==> src/rtl/mips_defs.sv <==
// Shared syscall service codes and FSM state encoding for the syscall unit.
package mips_defs;

    localparam logic [31:0] SYS_PRINT_INT = 32'd1;
    localparam logic [31:0] SYS_PRINT_HEX = 32'd34;
    localparam logic [31:0] SYS_SLEEP     = 32'd32;
    localparam logic [31:0] SYS_EXIT      = 32'd10;

    typedef enum logic [1:0] {
        ST_IDLE  = 2'd0,
        ST_PRINT = 2'd1,
        ST_SLEEP = 2'd2,
        ST_HALT  = 2'd3
    } sys_state_t;

    function automatic logic is_print(input logic [31:0] code);
        return (code == SYS_PRINT_INT) || (code == SYS_PRINT_HEX);
    endfunction

endpackage

==> src/rtl/sleep_timer.sv <==
// Sleep duration timer: TICK_DIV prescaler feeding a 32-bit down-counter.
module sleep_timer #(
    parameter int TICK_DIV = 1
) (
    input  logic        clk,
    input  logic        rst_n,
    input  logic        load,
    input  logic        en,
    input  logic [31:0] value,
    output logic        done
);
    localparam int TW = (TICK_DIV > 1) ? $clog2(TICK_DIV) : 1;
    localparam logic [TW-1:0] TICK_LAST = TW'(TICK_DIV - 1);

    logic [31:0]   cnt;
    logic [TW-1:0] tick;
    logic          wrap;

    assign wrap = (tick == TICK_LAST);
    // done flags the final tick so the FSM leaves on the edge cnt hits zero
    assign done = en && wrap && (cnt == 32'd1);

    always_ff @(posedge clk or negedge rst_n) begin
        if (!rst_n) begin
            cnt  <= '0;
            tick <= '0;
        end else if (load) begin
            cnt  <= value;
            tick <= '0;
        end else if (en) begin
            if (wrap) begin
                tick <= '0;
                if (cnt != 32'd0) cnt <= cnt - 32'd1;
            end else begin
                tick <= tick + TW'(1);
            end
        end
    end

endmodule

==> src/rtl/syscall_unit.sv <==
// Executes MIPS-style syscalls: print via valid/ready, sleep, halt, or no-op.
module syscall_unit
    import mips_defs::*;
#(
    parameter int TICK_DIV = 1,
    parameter int CNT_W    = 16
) (
    input  logic             clk,
    input  logic             rst_n,
    input  logic             syscall,
    input  logic [31:0]      v0,
    input  logic [31:0]      a0,
    input  logic             disp_ready,
    input  logic             go,
    output logic             stall,
    output logic             halted,
    output logic [31:0]      disp_data,
    output logic             disp_valid,
    output logic [CNT_W-1:0] sys_count
);
    sys_state_t state;
    logic accept, do_print, do_sleep, do_exit, sleep_done;

    // Syscalls outside IDLE are protocol violations and are dropped here.
    assign accept   = syscall && (state == ST_IDLE);
    assign do_print = accept && is_print(v0);
    assign do_sleep = accept && (v0 == SYS_SLEEP) && (a0 != 32'd0);
    assign do_exit  = accept && (v0 == SYS_EXIT);

    assign stall = (state != ST_IDLE) || do_print || do_sleep || do_exit;

    sleep_timer #(.TICK_DIV(TICK_DIV)) u_timer (
        .clk   (clk),
        .rst_n (rst_n),
        .load  (do_sleep),
        .en    (state == ST_SLEEP),
        .value (a0),
        .done  (sleep_done)
    );

    always_ff @(posedge clk or negedge rst_n) begin
        if (!rst_n) begin
            state      <= ST_IDLE;
            halted     <= 1'b0;
            disp_data  <= '0;
            disp_valid <= 1'b0;
            sys_count  <= '0;
        end else begin
            case (state)
                ST_IDLE: begin
                    if (accept) sys_count <= sys_count + CNT_W'(1);
                    if (do_print) begin
                        disp_data  <= a0;
                        disp_valid <= 1'b1;
                        state      <= ST_PRINT;
                    end else if (do_sleep) begin
                        state <= ST_SLEEP;
                    end else if (do_exit) begin
                        halted <= 1'b1;
                        state  <= ST_HALT;
                    end
                end
                ST_PRINT: begin
                    if (disp_ready) begin
                        disp_valid <= 1'b0;
                        state      <= ST_IDLE;
                    end
                end
                ST_SLEEP: begin
                    if (sleep_done) state <= ST_IDLE;
                end
                ST_HALT: begin
                    if (go) begin
                        halted <= 1'b0;
                        state  <= ST_IDLE;
                    end
                end
                default: state <= ST_IDLE;
            endcase
        end
    end

endmodule

==> config.mk <==
export PLATFORM = sky130hd
export DESIGN_NAME = syscall_unit
export DESIGN_NICKNAME = d
export VERILOG_FILES = /design/src/rtl/mips_defs.sv /design/src/rtl/sleep_timer.sv /design/src/rtl/syscall_unit.sv
export SDC_FILE = /design/constraint.sdc
export NUM_CORES = 1
export LEC_CHECK = 0
export ABC_AREA = 1
export CAP_MARGIN = 25
export CORE_ASPECT_RATIO = 1.75
export CORE_MARGIN = 3
export CORE_UTILIZATION = 35
export CTS_CLUSTER_DIAMETER = 150
export DETAILED_ROUTE_END_ITERATION = 6
export GPL_ROUTABILITY_DRIVEN = 0
export MAX_ROUTING_LAYER = met4
export SLEW_MARGIN = 20
export SYNTH_ARGS = -nofsm -noshare
export SYNTH_HDL_FRONTEND = slang
export SYNTH_SLANG_ARGS = --single-unit
export TNS_END_PERCENT = 1
==> constraint.sdc <==
create_clock -name clk -period 2 [get_ports clk]
set_input_delay 0.3 -clock clk [delete_from_list [all_inputs] [get_ports clk]]
set_output_delay 0.3 -clock clk [all_outputs]
set_load 0.1 [all_outputs]
==> qor.csv <==
stage;metric;value;unit
power_and_ir_drop;Clk network pwr share;23.2;%
clocking;Skew-Pair Late Insertion Delay;0.34;ns
yosys;Yosys Warn Count;0;
yosys;Post-Syn Area;4930;um^2
setup_path;Buf/Inv on CP;3;
finish;Final nets;916;
yosys;Async SR Flop Fraction;100;%
setup_path;CP delay by family, top;buffers and inverters;
yosys;syn_area_per_cell;7.52;um^2
die;core area;13600;um^2
die;chip height;163;um
die;die area;15600;um^2
setup_path;CP dominant cell by count;nand2_1;
die;die width;95.7;um
route;top routing layer used;met4;
sta;Layout Skew;0.00835;ns
setup_path;Worst Path Required;1.70;ns
power_and_ir_drop;total power divided by cell area;1110;nW/um^2
place;IO buf count;119;
global_route;antenna violations before repair;0;
route;metal1 wirelength;5.25;mm
global_route;pin count of the biggest net entering global routing;58;
yosys;register area share after synthesis;42.6;%
route;met2 WL;7.59;mm
global_route;first-pass GRT wire length;22.6;mm
power_and_ir_drop;Net Sw Frac;43.5;%
route;drt wl/cell;13.5;um
route;initial DRC count;165;
setup_path;Crit Path Max Fanout;2;
power_and_ir_drop;worst ir drop on vdd;1.17;mV
yosys;synthesized netlist cell count;656;
finish;share of cells above drive strength 1;27.3;%
finish;area delta synth->final;44.5;%
setup_path;slowest cell on the critical path;clkdlybuf4s50_1;
clocking;Inserted Clock Buffers;9;
power_and_ir_drop;Internal Pwr Total;0.00449;W
sta;Final Hold Viols;0;
clocking;CTS tree;built;
setup_path;CP Class;input pin to primary output;
die;initial core utilization;36.3;%
route;DRC;0;
run;Max Cap Violations;0;
outcome;status;finished clean;
route;Final ANT Viol Nets;0;
power_and_ir_drop;net switching power figure;0.00346;W
yosys;Top FF cell, synth;dfrtp_1;
sta;Final min period;1.99;ns
setup_path;Worst Setup End Kind;primary output;
sta;Min Hold Slack;0.362;ns
yosys;Synth Net Count;728;
sta;Tcrit/Tclk final;99.4;%
die;FP Rows;56;
yosys;Unique masters post-synth;35;
yosys;EDFF count, synth;0;
route;total number of vias;4729;
sta;actual slew at the worst max-slew pin;0.401;ns
route;DR WL met3;593;um
worst_hold_path;min-delay worst type;input pin to flip-flop;
finish;n_diodes;0;
sta;FMAX;503;MHz
route;Via density;4.62;
clocking;Clock Sinks;84;
place;Place WS;-0.185;ns
place;Post-DP HPWL;10.8;mm
route;drt pass-1 iters;4;
clocking;clock-pin transition on the worst setup and hold timing paths;0.06;ns
route;overall routed net length;13.8;mm
sta;max-slew violations;0;
global_route;All-Layer GR Usage;19.0;%
die;# IOs;120;
sta;RSZ-0062 raised after global routing;yes;
sta;final number of setup-violating endpoints;0;
sta;Worst Slack Setup Final;0.0126;ns
clocking;CTS HTree Levels;3;
power_and_ir_drop;Sequential Power Share;31.1;%
setup_path;crit-path cells;clkdlybuf4s50_1 -> inv_1 -> nor2_1 -> nand3_1 -> nand2_1 -> nand2_1 -> nor2_4 -> nor2_2 -> nand3_4 -> buf_12;
clocking;clk root buf;clkbuf_16;
setup_path;crit path DAT;1.69;ns
power_and_ir_drop;LEAKAGE;3.68;nW
clocking;maximum clock insertion buffer count;2;
power_and_ir_drop;combinational share of power;45.7;%
global_route;gr ovfl total;0;
setup_path;type of origin of the critical path;input pin;
sta;Slew Limit Headroom;73.3;%
global_route;vias in the first global route;4885;
yosys;Synth Register Bits;84;
setup_path;CP peak stage delay;0.48;ns
[power by group through the flow]
stage | logic [W] | registers (W) | clock network, W
after detailed placement | 0.00354 | 0.00249 | 0
after global placement | 0.00348 | 0.00248 | 0
after global routing | 0.00404 | 0.00252 | 0.00196
after CTS | 0.00361 | 0.00247 | 0.00188
after floorplan | 0.00229 | 0.00279 | 0
final | 0.00363 | 0.00247 | 0.00185
[cells in the mapped netlist, drive strengths merged (2+ instances only)]
cell	instances	share of area (%)
inv	71	5.5
buf	14	2.7
nand2	228	19
nor3	6	0.81
o21a	2	0.30
or2	2	0.25
nand4	8	1.1
dfrtp	84	43
xnor2	14	2.5
xor2	22	3.9
clkbuf	2	0.15
nand3	60	8.1
nor2	104	8.6
ha	3	0.76
o21ai	31	3.2
[final timing paths]
check	cells past startpoint	startpoint	endpoint	slack, ns
worst min-delay path	4	a0[4]	u_timer.cnt[4]	0.36
worst max-delay path	10	v0[5]	stall	0.01
worst max register to register	13	state[1]	u_timer.cnt[8]	0.20
max in group asynchronous	3	rst_n	u_timer.cnt[7]	0.91
worst min register to register	2	disp_data[17]	disp_data[17]	0.48
min in group asynchronous	2	rst_n	disp_data[21]	0.43
[kinds of logic (layout without fill, tap and decap cells)]
group,count (synthesis),count (layout),synth area share [%]
xor gates and xnor gates,36,36,6.39
buffers and inverters,87,280,8.34
and+or+nand+nor,410,410,38.0
AOI/OAI and AO/OA,36,36,3.91
adders and majority gates,3,3,0.761
DFF,84,84,42.6
[layout by cell type (no fill, tap or decap), types with 7 or more instances in the layout]
cell             instances
nor2_2                  18
o21ai_1                 21
xnor2_1                 14
nand4_1                  7
o21ai_0                  9
buf_4                  118
clkdlybuf4s50_1         63
nand3_2                 18
nand2_2                 25
nand3_1                 40
buf_12                   7
inv_2                   10
nand2_1                201
clkbuf_16                9
nor2_1                  81
inv_1                   59
xor2_1                  22
dfrtp_1                 81
[tightest hold or removal path: cells and delay by family]
family,cells,cell delay [ns]
AND/OR/NAND/NOR,2,0.12
buffers and inverters,2,0.25
[per-stage QoR]
step                setup TNS, ns  util [%]  cells  power [W]  area [um^2]
finish                          0      52.4   1023    0.00795         7130
detailed placement          -5.37      49.2   1002    0.00603         6680
CTS                             0      52.2   1023    0.00796         7090
global placement            -6.52      49.2   1002    0.00596         6680
floorplan                       0         -    656    0.00508         4940
global route              -0.0652      52.4   1023    0.00852         7130
[state kept, by name (all words and copies together) (netlist names)]
| name | flops |
|---|---|
| disp_data | 32 |
| u_timer.cnt | 32 |
| sys_count | 16 |
| state | 2 |
| disp_valid | 1 |
| halted | 1 |
[final cells by class]
cell class / count / area [um^2]
Tap cell: 174 / 218
Inverter: 71 / 274
Sequential cell: 84 / 2110
Multi-Input combinational cell: 485 / 2500
Clock inverter: 6 / 96.3
Fill cell: 1342 / 6460
Clock buffer: 10 / 229
Timing Repair Buffer: 193 / 1710
[layer usage]
layer | vias up | GRT usage (%)
li1 | 2402 | -
met4 | 0 | 6.28
met5 | - | -
met1 | 2196 | 19.8
met2 | 107 | 34.6
met3 | 24 | 3.87
[repair_timing]
action,4_1_cts,5_1_grt
gates cloned,0,0
endpoints found under the setup margin,1,9
hold endpoints to repair,27,0
hold buffers,1,0
gates resized for setup,14,13
pin swaps,10,2
buffers inserted,4,0
(Power assumes the default switching activity.)
